## config.mk

```make
export PLATFORM = sky130hd
export DESIGN_NAME = onehot_stream_decoder
export DESIGN_NICKNAME = d
export VERILOG_FILES = /design/src/rtl/onehot_pkg.sv /design/src/rtl/onehot_map.sv /design/src/rtl/onehot_stream_decoder.sv
export SDC_FILE = /design/constraint.sdc
export NUM_CORES = 1
export LEC_CHECK = 0
export ABC_AREA = 1
export BUFFER_PORTS_ARGS = -buffer_cell sky130_fd_sc_hd__buf_2
export CAP_MARGIN = 10
export CORE_MARGIN = 10
export CORE_UTILIZATION = 50
export DETAILED_ROUTE_END_ITERATION = 8
export HOLD_SLACK_MARGIN = 0.1
export PLACE_DENSITY = 0.81
export SYNTH_ARGS = -nofsm -noshare
export SYNTH_HDL_FRONTEND = slang
export SYNTH_SLANG_ARGS = --single-unit
```

## constraint.sdc

```tcl
create_clock -name clk -period 2.2 [get_ports clk]
set_input_delay 0.33 -clock clk [delete_from_list [all_inputs] [get_ports clk]]
set_output_delay 0.33 -clock clk [all_outputs]
set_load 0.01 [all_outputs]
```

## src/rtl/onehot_pkg.sv

```systemverilog
// onehot_pkg: shared state/mode types, counter width and code-to-bit-index mapping
package onehot_pkg;

    typedef enum logic [1:0] {IDLE, DECODE, SCAN} state_t;

    typedef enum logic {MODE_DECODE = 1'b0, MODE_SCAN = 1'b1} mode_t;

    localparam int DWELL_CNT_W = 8;

    // Two's-complement map sends v to N-1-(v+2**(w-1)); bitwise that keeps the sign bit and inverts the rest
    function automatic int unsigned onehot_idx(input int unsigned code, input bit signed_map, input int unsigned w = 4);
        int unsigned low_mask;
        low_mask = (32'd1 << (w - 1)) - 1;
        return signed_map ? (code ^ low_mask) : code;
    endfunction

endpackage

```

## src/rtl/onehot_map.sv

```systemverilog
// onehot_map: combinational W-bit code to 2**W-bit one-hot word
module onehot_map
    import onehot_pkg::*;
#(
    parameter int W          = 4,
    parameter bit SIGNED_MAP = 1'b1
) (
    input  logic [W-1:0]    code_i,
    output logic [2**W-1:0] y_o
);

    localparam int N = 2**W;
    localparam logic [N-1:0] ONE = N'(1);

    assign y_o = ONE << onehot_idx(32'(code_i), SIGNED_MAP, W);

endmodule

```

## src/rtl/onehot_stream_decoder.sv

```systemverilog
// onehot_stream_decoder: registered one-hot decoder with valid/ready handshake and autonomous SCAN mode;
// define ONEHOT_CHECK_EN to add the sticky err_o invariant monitor
module onehot_stream_decoder
    import onehot_pkg::*;
#(
    parameter int W          = 4,
    parameter bit SIGNED_MAP = 1'b1,
    parameter int DWELL      = 4
) (
    input  logic            clk,
    input  logic            rst_n,
    input  logic            mode_i,
    input  logic            in_valid,
    output logic            in_ready,
    input  logic [W-1:0]    w,
    output logic            out_valid,
    input  logic            out_ready,
    output logic [2**W-1:0] y
`ifdef ONEHOT_CHECK_EN
    ,
    output logic            err_o
`endif
);

    localparam int N = 2**W;
    localparam logic [W-1:0] IDX_TOP = W'(N - 1);
    localparam logic [DWELL_CNT_W-1:0] DWELL_LAST = DWELL_CNT_W'(DWELL - 1);

    state_t                 state_q, state_d;
    logic [N-1:0]           y_q, y_d;
    logic                   out_valid_q, out_valid_d;
    logic [DWELL_CNT_W-1:0] cnt_q, cnt_d;
    logic [W-1:0]           idx_q, idx_d;
    logic [N-1:0]           code_hot, scan_hot;
    logic                   step, take;
    mode_t                  mode;

    assign mode = mode_t'(mode_i);

    onehot_map #(.W(W), .SIGNED_MAP(SIGNED_MAP)) u_code_map (.code_i(w), .y_o(code_hot));

    // The scan path always shows the next index, so entering SCAN or stepping loads the right word directly
    onehot_map #(.W(W), .SIGNED_MAP(1'b0)) u_scan_map (.code_i(idx_d), .y_o(scan_hot));

    // Dwell counter and scan index: frozen while stalled, parked at the top bit whenever not scanning
    always_comb begin
        step  = (state_q == SCAN) && out_ready && (cnt_q == DWELL_LAST);
        cnt_d = cnt_q;
        idx_d = idx_q;
        if (state_q != SCAN || (step && mode == MODE_DECODE)) begin
            cnt_d = '0;
            idx_d = IDX_TOP;
        end else if (out_ready) begin
            cnt_d = step ? '0 : cnt_q + 1'b1;
            idx_d = step ? idx_q - 1'b1 : idx_q;
        end
    end

    // Next state, handshake and output register; a mode change waits for the output word to drain
    always_comb begin
        state_d     = state_q;
        y_d         = y_q;
        out_valid_d = out_valid_q;
        in_ready    = (state_q == DECODE) && (mode == MODE_DECODE) && (!out_valid_q || out_ready);
        take        = in_ready && in_valid;
        unique case (state_q)
            IDLE: begin
                state_d     = (mode == MODE_SCAN) ? SCAN : DECODE;
                y_d         = (mode == MODE_SCAN) ? scan_hot : '0;
                out_valid_d = (mode == MODE_SCAN);
            end
            DECODE: begin
                if (take) begin
                    y_d         = code_hot;
                    out_valid_d = 1'b1;
                end else if (out_valid_q && out_ready) begin
                    y_d         = '0;
                    out_valid_d = 1'b0;
                end else if (!out_valid_q && mode == MODE_SCAN) begin
                    state_d     = SCAN;
                    y_d         = scan_hot;
                    out_valid_d = 1'b1;
                end
            end
            SCAN: begin
                state_d     = (step && mode == MODE_DECODE) ? IDLE : SCAN;
                y_d         = (step && mode == MODE_DECODE) ? '0 : scan_hot;
                out_valid_d = !(step && mode == MODE_DECODE);
            end
            default: begin
                state_d     = IDLE;
                y_d         = '0;
                out_valid_d = 1'b0;
            end
        endcase
    end

    // State and datapath registers with synchronous active-low reset
    always_ff @(posedge clk) begin
        if (!rst_n) begin
            state_q     <= IDLE;
            y_q         <= '0;
            out_valid_q <= 1'b0;
            cnt_q       <= '0;
            idx_q       <= IDX_TOP;
        end else begin
            state_q     <= state_d;
            y_q         <= y_d;
            out_valid_q <= out_valid_d;
            cnt_q       <= cnt_d;
            idx_q       <= idx_d;
        end
    end

    assign y         = y_q;
    assign out_valid = out_valid_q;

`ifdef ONEHOT_CHECK_EN
    logic err_q, err_d, bad;

    // A registered word with more than one hot bit, or valid with no hot bit, is an invariant breach
    always_comb begin
        bad   = ($countones(y_q) > 1) || (out_valid_q && y_q == '0);
        err_d = err_q || bad;
    end

    // Sticky error flag, cleared only by reset
    always_ff @(posedge clk) begin
        if (!rst_n) begin
            err_q <= 1'b0;
        end else begin
            assert (!bad);
            err_q <= err_d;
        end
    end

    assign err_o = err_q;
`endif

endmodule

```

After elaboration in Yosys (flattened, before gate mapping):

Index checks and enable logic that the tools add are counted.

* logic and storage cells: 55
* output and inout bits: 18
* input bits: 9
* register bits: 31

* equal/unequal tests: 8
* add/sub/neg operators: 2
* multiplexer cells: 20
* bitwise operators: 3
* shifts and indexed selects: 2
* reductions and logical operators: 15

Operators by type and width (number)
* $mux W16: 5
* $pmux W16 S3: 1
* $shl A1 B4 Y16 const A: 2
* $mux W4: 3
* $mux W2: 5
* $add A8 B1 Y8 const B: 1
* $eq A8 B2 Y1 const B: 1
* $logic_and A1 B1 Y1: 8
* $mux W8: 1
* $ne A2 B2 Y1 const B: 3
* $pmux W2 S3: 1
* $ne A4 B2 Y1 const B: 1
* $sub A4 B1 Y4 const B: 1
* $mux W1: 3
* $not A3 Y3: 1
* $pmux W1 S3: 1
* $reduce_and A3 Y1: 1
* $eq A2 B1 Y1 const B: 1
* $eq A2 B2 Y1 const B: 1
* $logic_not A1 Y1: 2
* $logic_not A2 Y1: 1
* $logic_or A1 B1 Y1: 2
* $ne A2 B1 Y1 const B: 1
* $not A1 Y1: 2
* $reduce_or A2 Y1: 1

Longest topological paths before layout:

Gate-level depths: netlist of run 1.

* word-level depth: 11
* mapped depth: 13

Cells and area by module:

A second synthesis of run 1 with hierarchy kept.

* cell total of the unflattened synthesis: 388
* area, all modules: 2439.8 um^2

Modules (own cells, without submodules)
* onehot_stream_decoder: instances 1, area each 2187.1 um^2, cells each 328
* onehot_map: instances 2, area each 126.4 um^2, cells each 30

Least setup slack after synthesis of run 1:

Ideal clock, no wire load.

* path kind: reg2reg
* start point: register cnt_q[0]
* end point: register y_q[8], in the netlist y[8]
* library setup time: 0.110 ns
* arrival: 1.488 ns
* required time: 2.090 ns
* stages on the path, launching flop included: 13
* path slack: 0.602 ns
* clock period less this slack: 1.598 ns
* path through: dfxtp_1 -> ha_1 -> nand3_1 -> nor2_2 -> nand3_2 -> nand2_4 -> nor2_2 -> nand2_2 -> clkinv_1 -> nand3_1 -> nand3_1 -> nand2_1 -> inv_1

* word-level cells in the longest chain between the ends: 10
* elaborated cells between the ends (all ways): 14

Ends and longest elaborated chain
* start: declaration: RTL line onehot_stream_decoder.sv:32 `logic [DWELL_CNT_W-1:0] cnt_q, cnt_d;`
* start signal: assignment: RTL line onehot_stream_decoder.sv:110 `cnt_q <= cnt_d;`
* $eq A8 B2 Y1 (*): RTL line onehot_stream_decoder.sv:47 `step = (state_q == SCAN) && out_ready && (cnt_q == DWELL_LAST);`
* $logic_and A1 B1 Y1 (*): RTL line onehot_stream_decoder.sv:47
* $mux W4 or $logic_and A1 B1 Y1 (tied branches): RTL line onehot_stream_decoder.sv:55, onehot_stream_decoder.sv:50, onehot_stream_decoder.sv:87
* $mux W4 or $logic_or A1 B1 Y1 (tied branches): RTL line onehot_stream_decoder.sv:53, onehot_stream_decoder.sv:50
* $mux W4: RTL line onehot_stream_decoder.sv:50 `if (state_q != SCAN || (step && mode == MODE_DECODE)) begin`
* $shl A1 B4 Y16: RTL line onehot_map.sv:15 `assign y_o = ONE << onehot_idx(32'(code_i), SIGNED_MAP, W);`
* $mux W16: RTL line onehot_stream_decoder.sv:79 `end else if (!out_valid_q && mode == MODE_SCAN) begin`
* $mux W16: RTL line onehot_stream_decoder.sv:76 `end else if (out_valid_q && out_ready) begin`
* $mux W16: RTL line onehot_stream_decoder.sv:73 `if (take) begin`
* $pmux W16 S3 (*): RTL line onehot_stream_decoder.sv:66 `unique case (state_q)`
* end signal: assignment: RTL line onehot_stream_decoder.sv:108 `y_q <= y_d;`
* end: declaration: RTL line onehot_stream_decoder.sv:30 `logic [N-1:0] y_q, y_d;`

Every way passes the cells marked *; elsewhere a longest branch is shown, timed or not. The select of a mux whose other input is x is not followed.
A chain may end at the register's enable or synchronous reset.

Final worst setup path of run 1:

* start point: register cnt_q[0]
* end point: register y_q[6], in the netlist y[6]

The elaborated chain is that of the path after synthesis.

==> metrics.txt, run 1 <==
fill count 348; count of pins on the block boundary 27; footprint of the multi-input gates 1010 sq um; ant diodes 0; Worst Setup Path Type reg2reg; vias in the first global route 1,661; setup ws final 0.325 ns; worst slew pin tran 0.541 ns; count of nets after finishing 316; average size of a mapped cell 6.59 sq um; fraction of met1 tracks used by global routing 0.162; Final TNS setup 0 ns; Hold WC Path Type in2reg; number of buffers inserted for hold repair after clock tree synthesis 0; count of cells resized by post-cts repair 0; worst reg2reg setup slack 0.33 ns; area of the core 3440 sq um; Crit path arrival time 2.05 ns; max cap viols 0; global placer's final weighted congestion 0.880; maximum number of buffers from clock root to sink 2; standard cell with the maximum stage delay on the critical path sky130_fd_sc_hd__dfxtp_1; time the final worst path needs with I/O delays and setup 1.87 ns; hold-critical path endpoint state_q[1]; syn nets 288; utilization of the core after routing 0.597; GR Layer Usage met2 0.204; final hold violation count 0; met3 Use GR 0.0557; floorplan die area 6460 sq um; Via Count 1,766; Residual DRC 0; router iterations before antenna repair 4; max_slew headroom 0.638; post-synthesis cell type with the largest combined area sky130_fd_sc_hd__dfxtp_1; overall routing resource usage 0.134; biggest area contributors in the synthesized netlist sky130_fd_sc_hd__dfxtp_1 (34%), sky130_fd_sc_hd__nand2_1 (16%), sky130_fd_sc_hd__nand3_1 (10%); worst-case vdd ir drop 0.000375 V; post-synthesis instance area 1820 sq um; Critical Path, Cell by Cell ha_1 -> inv_1 -> nor2_1 -> nand3_4 -> nand2_1 -> nand2_1 -> nor2_4 -> inv_1 -> nand3_1 -> nand3_1 -> nand2_1 -> inv_1; Avg WL per Cell 11.5 um; CTS H-Tree Depth 2; Antenna Nets Post-Route 0; Setup Viol. Count Final 0; share of the yosys chip area belonging to registers 0.340; element type at the critical path end flop; flip-flop and latch count after synthesis 31; wire length of the first global-routing pass 7110 um; number of instances in the synthesized netlist 277; initial detailed-routing violation count 131; Sequential cell area 621 sq um; dominant delay contributor by cell family on the critical path simple AND/OR/NAND/NOR gates; peak per-stage delay on the critical path 0.35 ns; estimated wirelength of the detail-placed design 3180 um; Worst R2R End y[6]; Final Non-Filler Cells 350; worst hold start mode_i; power per standard cell area 551 nW/um^2; sort of element at the start of the critical path flop; number of buffers added by the clock tree synthesis step 5; die boundary height 80.4 um; via density per instance 5.05; Post-Route Hold Slack 0.387 ns; Max Clk Rate 0.533 GHz; Leakage Power 1.08 nW; number of antenna violations at the first check in global routing 0; status completed; Row Count 21; Placed Cells 344; length in cells of the worst reg-to-reg path 12; post-route clock period utilization 0.852; setup slack after placement 0.330 ns; share of final-layout standard cells stronger than drive strength 1 0.174; area share of the largest cell type after synthesis 0.340; CP required 2.38 ns; Top Usage Layer GRT met2; maximum clock skew at final layout 0.00345 ns; Initial Utilization 0.530; area added between synthesis and finish 12.7%; clk slew on worst S/H paths 0.06 ns; Root Driver sky130_fd_sc_hd__clkbuf_8; horizontal extent of the die 80.4 um; clock tree sinks 31; RSZ-0062 raised after global routing no; source-to-sink clock delay at the later pin of the worst-skew pair 0.28 ns; global route total overflow 0; Yosys cell types 30; overall routed net length 4040 um; maximum fanout along the worst path 12; pin count of the biggest net entering global routing 21; Max Transition Viols Final 0; number of I/O port buffers 26; number of buffers and inverters on the critical path 3; CTS tree built; start of the worst register-to-register path cnt_q[0]; count of warnings emitted by yosys 0; setup bufs post-CTS 0; number of cells on the worst hold path 3
[metrics by stage]
| step | power [mW] | area [sq um] |
|---|---|---|
| finish | 1.13 | 2060 |
| global route | 1.19 | 2060 |
| CTS | 1.15 | 2060 |
| detailed placement | 0.754 | 1980 |
| global placement | 0.753 | 1980 |
| floorplan | 0.712 | 1820 |
[sequential cells by signal (all words and copies together) (netlist names)]
name,flops
idx_q,4
out_valid,1
y,16
state_q,2
cnt_q,8
[power breakdown]
part,internal [mW],switching (mW)
clock network,0.210,0.180
registers,0.575,0.0114
logic,0.0440,0.112
[area by class of cell]
type                       count  area share
multi-input combinational    196       0.489
sequential                    31       0.302
inverter                      45      0.0822
timing repair buffer          26      0.0633
clock buffer                   6      0.0353
tap                           46      0.0280
[cell families (layout without fill, tap and decap cells)]
family	count (synthesis)	count (layout)	synth area share
AOI/OAI and AO/OA	9	9	0.0268
DFF	31	31	0.340
adders and majority gates	2	2	0.0137
xor gates and xnor gates	6	6	0.0288
buffers and inverters	50	77	0.108
and+or+nand+nor	179	179	0.482
[Yosys cell counts (all sizes together)]
| cell type | number |
|---|---|
| a21oi | 6 |
| a311oi | 1 |
| buf | 3 |
| clkbuf | 2 |
| clkinv | 2 |
| dfxtp | 31 |
| ha | 2 |
| inv | 43 |
| nand2 | 81 |
| nand3 | 41 |
| nand3b | 1 |
| nand4 | 11 |
| nor2 | 30 |
| nor3 | 11 |
| nor3b | 3 |
| nor4 | 1 |
| o21ai | 2 |
| xnor2 | 1 |
| xor2 | 5 |
[worst register-to-register path: cells and delay by family (launching register included)]
family / cells / cell delay, ns
adder cells (fa/ha/maj): 1 / 0.24
buffers and inverters: 3 / 0.25
flip-flops: 1 / 0.35
AND/OR/NAND/NOR: 8 / 0.95
[per-layer routing]
layer | wire length [um] | share of wire | up-vias
met2 | 1740 | 0.43 | 55
met5 | 0 | 0 | -
met1 | 1930 | 0.48 | 765
met4 | 97 | 0.024 | 0
li1 | - | - | 938
met3 | 280 | 0.069 | 8
[how the worst max path moves through the flow]
stage,slack [ns],endpoint,startpoint,cells after the start
after detailed placement,0.33,y[6],cnt_q[0],12
after floorplan,0.60,y[8],cnt_q[0],12
after global placement,0.33,y[6],cnt_q[0],12
after CTS,0.33,y[6],cnt_q[0],12
final,0.33,y[6],cnt_q[0],12
after global routing,0.08,y[6],cnt_q[1],12
[cell usage in the layout, fill, tap and decap left out, types with 3 or more instances in the layout]
cell type | netlist | routed
sky130_fd_sc_hd__xor2_1 | 5 | 5
sky130_fd_sc_hd__nand2_1 | 78 | 78
sky130_fd_sc_hd__nor3b_1 | 3 | 3
sky130_fd_sc_hd__nor2_1 | 21 | 21
sky130_fd_sc_hd__inv_2 | 5 | 5
sky130_fd_sc_hd__buf_2 | 2 | 26
sky130_fd_sc_hd__nor3_1 | 10 | 10
sky130_fd_sc_hd__clkbuf_8 | 0 | 5
sky130_fd_sc_hd__nor2_2 | 5 | 5
sky130_fd_sc_hd__nor2_4 | 3 | 3
sky130_fd_sc_hd__inv_1 | 38 | 38
sky130_fd_sc_hd__nand3_1 | 38 | 38
sky130_fd_sc_hd__a21oi_1 | 6 | 6
sky130_fd_sc_hd__dfxtp_1 | 31 | 31
sky130_fd_sc_hd__nand4_1 | 10 | 10
(Power assumes the default switching activity.)
==> inputs of run 2 (changes only) <==
--- a/config.mk
+++ b/config.mk
@@ -12,7 +12,8 @@
 export CORE_UTILIZATION = 50
 export DETAILED_ROUTE_END_ITERATION = 8
 export HOLD_SLACK_MARGIN = 0.1
-export PLACE_DENSITY = 0.81
+export PLACE_DENSITY = 0.8
 export SYNTH_ARGS = -nofsm -noshare
 export SYNTH_HDL_FRONTEND = slang
+export SYNTH_HIERARCHICAL = 1
 export SYNTH_SLANG_ARGS = --single-unit
==> run 2 against run 1 <==
  * Hold slack lost 0.13 ns
  * Maximum frequency decreased by 14%
  * Largest cell class unchanged
  * Area after synthesis is 34% higher
  * Register-to-register slack lost 0.30 ns
  * Clock-buffer cell count unchanged
  * Synthesized cell count rose by 40%
==> metrics.txt, run 2 <==
status completed; number of instances in the synthesized netlist 388 (+40%); time the final worst path needs with I/O delays and setup 2.18 ns (+0.302 ns); CP required 2.41 ns (+0.03 ns); number of cells on the worst hold path 2 (-1); router iterations before antenna repair 6 (+2); floorplan die area 8070 sq um (+25%); area of the core 4720 sq um (+37%); Clock power frac 0.338 (-0.006); Initial Utilization 0.517 (-0.0134); number of I/O port buffers 26 (unchanged); prevailing post-synth register cell sky130_fd_sc_hd__dfxtp_1; pin count of the biggest net entering global routing 20 (-4.8%); Flop pwr share 0.427 (-0.091); max_slew headroom 0.499 (-0.139); number of buffers inserted for hold repair after clock tree synthesis 0 (unchanged); Worst R2R End y[13]; max FFs per register 16 (unchanged); post-synthesis cell type with the largest combined area sky130_fd_sc_hd__dfxtp_1; CTS tree built; Leakage Power 1.33 nW (+24%); max cap viols 0 (unchanged); number of antenna violations at the first check in global routing 0 (unchanged); sort of element at the start of the critical path flop; Final TNS setup 0 ns (unchanged); count of pins on the block boundary 27 (unchanged); Max Clk Rate 0.459 GHz (-14%); length in cells of the worst reg-to-reg path 15 (+3); Post-synth ARST share 0 (unchanged); Yosys cell types 31 (+3.3%); vias in the first global route 2,533 (+52%); count leader, synth sky130_fd_sc_hd__nand2_1; Setup Viol. Count Final 0 (unchanged); Max Transition Viols Final 0 (unchanged); fill count 390 (+12%); share of final-layout standard cells stronger than drive strength 1 0.362 (+0.187); estimated wirelength of the detail-placed design 4670 um (+47%); via density per instance 5.55 (+10%); Via Count 2,736 (+55%); Sequential cell area 632 sq um (+1.8%); total power after layout 1.39 mW (+23%); Root Driver sky130_fd_sc_hd__clkbuf_8; start of the worst register-to-register path cnt_q[5]; final hold violation count 0 (unchanged); maximum number of buffers from clock root to sink 2 (unchanged); hold-critical path endpoint idx_q[3]; count of nets after finishing 437 (+38%); area share of the largest cell type after synthesis 0.254 (-0.0858); average size of a mapped cell 6.29 sq um (-4.5%); worst hold start rst_n; part of the power in combinational logic 0.235 (+0.097); flip-flop and latch count after synthesis 31 (unchanged); die boundary height 89.9 um (+12%); Placed Cells 480 (+40%); count of warnings emitted by yosys 6 (+6); maximum clock skew at final layout 0.0119 ns (+0.00850 ns); clk slew on worst S/H paths 0.08 ns (+0.02 ns); RSZ-0062 raised after global routing yes; source-to-sink clock delay at the later pin of the worst-skew pair 0.29 ns (about the same); worst slew pin tran 0.751 ns (+0.210 ns); share of the yosys chip area belonging to registers 0.254 (-0.0858); post-synthesis instance area 2440 sq um (+34%); global route total overflow 0 (unchanged); ant diodes 0 (unchanged); syn nets 399 (+39%); maximum fanout along the worst path 6 (-6); Final Non-Filler Cells 493 (+41%); wire length of the first global-routing pass 11,200 um (+58%); Net Sw Frac 0.346 (+0.0783); footprint of the multi-input gates 1820 sq um (+81%); Crit path arrival time 2.39 ns (+0.34 ns); element type at the critical path end flop; biggest area contributors in the synthesized netlist sky130_fd_sc_hd__dfxtp_1 (25%), sky130_fd_sc_hd__nand3_1 (17%), sky130_fd_sc_hd__nand2_1 (14%); most common cell after layout, fill and taps aside sky130_fd_sc_hd__nand2_1; clock tree sinks 31 (unchanged); global placer's final weighted congestion 0.921 (+4.7%); Antenna Nets Post-Route 0 (unchanged); CTS H-Tree Depth 2 (unchanged); power per standard cell area 444 nW/um^2 (-19%); Hold WC Path Type in2reg; overall routing resource usage 0.161 (+0.0276); overall routed net length 7220 um (+79%); area added between synthesis and finish 28.4%; worst setup path start cnt_q[5]; number of synthesized flops with an enable pin 0 (unchanged); Worst Setup Path Type reg2reg; switching power 0.481 mW (+59%); horizontal extent of the die 89.9 um (+12%); initial detailed-routing violation count 255 (+95%); leading cell types in the layout, fill and taps excluded sky130_fd_sc_hd__nand2_1 (80), sky130_fd_sc_hd__nand3_1 (74), sky130_fd_sc_hd__inv_1 (33); worst-case vdd ir drop 0.000235 V (-37%); cell-internal power 0.910 mW (+9.8%); number of buffers added by the clock tree synthesis step 5 (unchanged); Row Count 25 (+19%); Synth top cells by count sky130_fd_sc_hd__nand2_1 (88), sky130_fd_sc_hd__nand3_1 (84), sky130_fd_sc_hd__nor2_1 (47); worst reg2reg setup slack 0.02 ns (-0.30 ns); Avg WL per Cell 14.6 um (+27%); post-route clock period utilization 0.989 (+0.137); Residual DRC 0 (unchanged)
==> run 2: cell count changes after synthesis, moves of 3 or more <==
| cell | previous run | this run |
|---|---|---|
| sky130_fd_sc_hd__buf_4 | 0 | 3 |
| sky130_fd_sc_hd__buf_2 | 2 | 6 |
| sky130_fd_sc_hd__nor2_4 | 3 | 0 |
| sky130_fd_sc_hd__nand4_1 | 10 | 16 |
| sky130_fd_sc_hd__a21oi_2 | 0 | 11 |
| sky130_fd_sc_hd__nor3b_1 | 3 | 0 |
| sky130_fd_sc_hd__nand3_1 | 38 | 84 |
| sky130_fd_sc_hd__nor3_1 | 10 | 1 |
| sky130_fd_sc_hd__nand2_1 | 78 | 88 |
| sky130_fd_sc_hd__a21oi_1 | 6 | 11 |
| sky130_fd_sc_hd__nor2_1 | 21 | 47 |
==> run 2: how the worst max path moves through the flow <==
| stage | slack, ns | endpoint |
|---|---|---|
| after global placement | -0.06 | y[2] |
| after global routing | -0.11 | y[13] |
| after floorplan | 0.12 | y[9] |
| after CTS | 0.009 | y[11] |
| after detailed placement | -0.07 | y[9] |
| final | 0.02 | y[13] |
==> run 2: layout make-up <==
class,count,area share
clock buffers,6,0.0264
clock inverters,1,0.00160
inverters,50,0.0663
multi-input cells,290,0.582
flip-flops and latches,31,0.202
well taps,67,0.0268
repair buffers,48,0.0954
==> run 2: worst max-delay path, stage by stage (launching register included) <==
cell                      delay (ns)
sky130_fd_sc_hd__dfxtp_2        0.33
sky130_fd_sc_hd__nor2_2         0.12
sky130_fd_sc_hd__nand2_2        0.10
sky130_fd_sc_hd__nor2_4         0.14
sky130_fd_sc_hd__nand2_4        0.10
sky130_fd_sc_hd__xor2_1         0.16
sky130_fd_sc_hd__inv_1          0.10
sky130_fd_sc_hd__nand2_4        0.17
sky130_fd_sc_hd__nand3_4        0.11
sky130_fd_sc_hd__nor2_4         0.14
sky130_fd_sc_hd__nand2_1        0.07
sky130_fd_sc_hd__nand2_1        0.10
sky130_fd_sc_hd__nand3_1        0.09
sky130_fd_sc_hd__nand3_1        0.16
sky130_fd_sc_hd__nand2_1        0.07
sky130_fd_sc_hd__a21oi_1        0.12
==> run 2: metal layers <==
metal / vias to the layer above / wire [um] / part of all wire / GRT usage
li1: 1345 / - / - / -
met1: 1264 / 2880 / 0.40 / 0.171
met2: 95 / 3640 / 0.50 / 0.298
met3: 32 / 415 / 0.057 / 0.0407
met4: 0 / 289 / 0.040 / 0.0597
met5: - / 0 / 0 / 0
==> run 2: logic make-up after synthesis <==
family,after synthesis,share of synthesized area
simple gates,256,0.513
buf+inv,67,0.126
flops,31,0.254
compound gates,26,0.0749
xor+xnor,6,0.0215
fa+ha+maj,2,0.0103
==> run 2: per-stage QoR <==
| step | hold WS, ns | util | instance area (sq um) | setup WS [ns] |
|---|---|---|---|---|
| 6_report | 0.257 | 0.663 | 3130 | 0.0231 |
| 5_1_grt | 0.260 | 0.663 | 3130 | -0.108 |
| 4_1_cts | 0.259 | 0.589 | 2780 | 0.00888 |
| 3_5_place_dp | 0.453 | 0.563 | 2660 | -0.0731 |
| 3_3_place_gp | 0.454 | 0.563 | 2660 | -0.0556 |
| 2_1_floorplan | 0.399 | - | 2440 | 0.123 |
==> run 2: power groups by stage <==
stage | registers [mW] | logic (mW) | clock network (mW)
global placement | 0.605 | 0.302 | 0
CTS | 0.593 | 0.310 | 0.472
floorplan | 0.608 | 0.223 | 0
finish | 0.594 | 0.327 | 0.470
detailed placement | 0.606 | 0.309 | 0
global route | 0.596 | 0.358 | 0.502
==> run 2: timing repair <==
action                                  in CTS  in global routing
setup buffers                                0                  6
endpoints found under the hold margin        0                  0
gates resized for setup                     14                 85
endpoints found under the setup margin      14                 16
pin swaps                                    2                 19
==> inputs of run 3 (changes only) <==
--- a/config.mk
+++ b/config.mk
@@ -8,8 +8,10 @@
 export ABC_AREA = 1
 export BUFFER_PORTS_ARGS = -buffer_cell sky130_fd_sc_hd__buf_2
 export CAP_MARGIN = 10
+export CORE_ASPECT_RATIO = 2
 export CORE_MARGIN = 10
 export CORE_UTILIZATION = 50
+export CTS_BUF_LIST = sky130_fd_sc_hd__clkbuf_16
 export DETAILED_ROUTE_END_ITERATION = 8
 export HOLD_SLACK_MARGIN = 0.1
 export PLACE_DENSITY = 0.8
==> run 3 against run 2 <==
  * Largest cell class unchanged
  * Sequential power up 0.7%
  * Setup slack got worse by 0.22 ns
  * Flip-flop and latch count stayed put
  * Die area increased by 2.1%
  * Maximum frequency shrank 9.0%
  * Hold slack better by 0.0035 ns
  * Clock power is 66% higher
  * Clock skew fell by 0.0083 ns
  * The run now ends with setup timing left
  * Via count is 12% higher
  * Critical path depth unchanged
==> metrics.txt, run 3 (same netlist as run 2, synthesis figures left out) <==
most common cell after layout, fill and taps aside sky130_fd_sc_hd__nand2_1; Leakage Power 1.51 nW (+13%); vias in the first global route 2,752 (+8.6%); maximum clock skew at final layout 0.00363 ns (-0.00832 ns); max FFs per register 16 (unchanged); Row Count 35 (+40%); Root Driver sky130_fd_sc_hd__clkbuf_16; dominant delay contributor by cell family on the critical path simple AND/OR/NAND/NOR gates; leading cell types in the layout, fill and taps excluded sky130_fd_sc_hd__nand2_1 (79), sky130_fd_sc_hd__nand3_1 (71), sky130_fd_sc_hd__buf_4 (40); share of final-layout standard cells stronger than drive strength 1 0.395 (+0.0336); global route total overflow 0 (unchanged); max cap viols 0 (unchanged); estimated wirelength of the detail-placed design 5290 um (+13%); CTS tree built; area of the core 4690 sq um (-0.79%); time the final worst path needs with I/O delays and setup 2.39 ns (+0.216 ns); Initial Utilization 0.521 (+0.00414); utilization of the core after routing 0.717 (+0.0534); CP required 2.41 ns (about the same); sort of element at the start of the critical path flop; Net Sw Frac 0.308 (-0.0375); setup slack after placement -0.380 ns (-0.307 ns); Setup Viol. Count Final 8 (+8); number of buffers added by the clock tree synthesis step 5 (unchanged); overall routed net length 9750 um (+35%); Critical Path, Cell by Cell ha_4 -> nand2_4 -> nor2_4 -> nand2_4 -> a21oi_4 -> nand2_4 -> inv_2 -> nand3_2 -> nor2_2 -> nand2_1 -> nand2_1 -> nand3_1 -> nand3_1 -> nand2_1 -> a21oi_2; footprint of the multi-input gates 1830 sq um (+0.14%); Avg WL per Cell 19.4 um (+32%); max_slew headroom 0.410 (-0.0883); wire length of the first global-routing pass 12,600 um (+12%); area added between synthesis and finish 37.6%; final hold violation count 0 (unchanged); post-route clock period utilization 1.09 (+0.0982); horizontal extent of the die 69.4 um (-23%); Max Transition Viols Final 0 (unchanged); number of buffers inserted for hold repair after clock tree synthesis 0 (unchanged); maximum fanout along the worst path 6 (unchanged); Antenna Nets Post-Route 0 (unchanged); standard cell with the maximum stage delay on the critical path sky130_fd_sc_hd__dfxtp_2; failing checks setup timing; worst slew pin tran 0.883 ns (+0.132 ns); pin count of the biggest net entering global routing 21 (+5.0%); Final Non-Filler Cells 503 (+2.0%); fill count 351 (-10%); clk slew on worst S/H paths 0.05 ns (-0.03 ns); setup ws final -0.193 ns (-0.216 ns); Clock power frac 0.452 (+0.114); Hold WC Path Type in2reg; Sequential cell area 626 sq um (-0.99%); number of I/O port buffers 26 (unchanged); initial detailed-routing violation count 308 (+21%); Post-Route Hold Slack 0.260 ns (+0.00350 ns); router iterations before antenna repair 6 (unchanged); die boundary height 119 um (+32%); count of nets after finishing 458 (+4.8%); ant diodes 0 (unchanged); cell-internal power 1.19 mW (+31%); via density per instance 6.11 (+10%); global placer's final weighted congestion 0.934 (+1.4%); CTS H-Tree Depth 2 (unchanged); Placed Cells 484 (+0.83%); clock tree sinks 31 (unchanged); Max Clk Rate 0.418 GHz (-9.0%); switching power 0.532 mW (+11%); peak per-stage delay on the critical path 0.35 ns (+0.02 ns); part of the power in combinational logic 0.201 (-0.034); overall routing resource usage 0.183 (+0.0221); Flop pwr share 0.347 (-0.080); maximum number of buffers from clock root to sink 2 (unchanged); element type at the critical path end flop; Residual DRC 0 (unchanged); floorplan die area 8240 sq um (+2.1%); count of pins on the block boundary 27 (unchanged); Via Count 3,075 (+12%); power per standard cell area 514 nW/um^2 (+16%); number of buffers and inverters on the critical path 1 (unchanged); status finished with violations; number of antenna violations at the first check in global routing 0 (unchanged); Worst Setup Path Type reg2reg; worst-case vdd ir drop 0.000603 V (+160%); source-to-sink clock delay at the later pin of the worst-skew pair 0.28 ns (about the same); Crit path arrival time 2.60 ns (+0.21 ns); RSZ-0062 raised after global routing yes
-- run 3: final cells by class --
cell class / instances / share of cell area
multi-input cells: 290 / 0.544
flip-flops and latches: 31 / 0.186
repair buffers: 69 / 0.138
inverters: 50 / 0.0626
clock buffers: 5 / 0.0373
well taps: 55 / 0.0205
clock inverters: 3 / 0.0115
-- run 3: final timing paths --
| kind | startpoint | endpoint | slack [ns] | depth (start not counted) |
|---|---|---|---|---|
| hold / removal | rst_n | idx_q[2] | 0.26 | 2 |
| hold reg to reg | y[14] | y[14] | 0.47 | 2 |
| setup / recovery | cnt_q[1] | y[13] | -0.19 | 15 |
| setup reg to reg | cnt_q[1] | y[13] | -0.19 | 15 |
-- run 3: through the flow --
step                cell area, sq um  setup TNS (ns)  power, mW
floorplan                       2440               0      0.831
global placement                2760           -2.02      0.912
detailed placement              2760           -4.17      0.917
CTS                             3030               0       1.68
global route                    3360           -2.28       1.77
finish                          3360          -0.680       1.72
-- run 3: layer usage --
layer | vias up | track usage | wire length [um]
li1 | 1376 | - | -
met1 | 1408 | 0.160 | 3160
met2 | 204 | 0.351 | 5080
met3 | 87 | 0.0335 | 668
met4 | 0 | 0.137 | 841
met5 | - | 0 | 0
-- run 3: worst reg2reg max path, cell delays in order (launching register included) --
cell	delay (ns)
sky130_fd_sc_hd__dfxtp_2	0.35
sky130_fd_sc_hd__ha_4	0.16
sky130_fd_sc_hd__nand2_4	0.06
sky130_fd_sc_hd__nor2_4	0.16
sky130_fd_sc_hd__nand2_4	0.11
sky130_fd_sc_hd__a21oi_4	0.18
sky130_fd_sc_hd__nand2_4	0.15
sky130_fd_sc_hd__inv_2	0.14
sky130_fd_sc_hd__nand3_2	0.13
sky130_fd_sc_hd__nor2_2	0.19
sky130_fd_sc_hd__nand2_1	0.15
sky130_fd_sc_hd__nand2_1	0.11
sky130_fd_sc_hd__nand3_1	0.08
sky130_fd_sc_hd__nand3_1	0.09
sky130_fd_sc_hd__nand2_1	0.09
sky130_fd_sc_hd__a21oi_2	0.17
-- run 3: timing repair --
| action | CTS | global route |
|---|---|---|
| setup endpoints to repair | 16 | 16 |
| pin swaps | 9 | 33 |
| gates resized for setup | 22 | 78 |
| hold endpoints to repair | 0 | 0 |
| setup buffers | 6 | 5 |
-- run 3: power groups by stage --
stage / Clock, mW / Sequential, mW / Combinational, mW
after floorplan: 0 / 0.608 / 0.223
after global placement: 0 / 0.606 / 0.305
after detailed placement: 0 / 0.607 / 0.310
after CTS: 0.770 / 0.597 / 0.316
after global routing: 0.803 / 0.598 / 0.373
final: 0.780 / 0.598 / 0.347
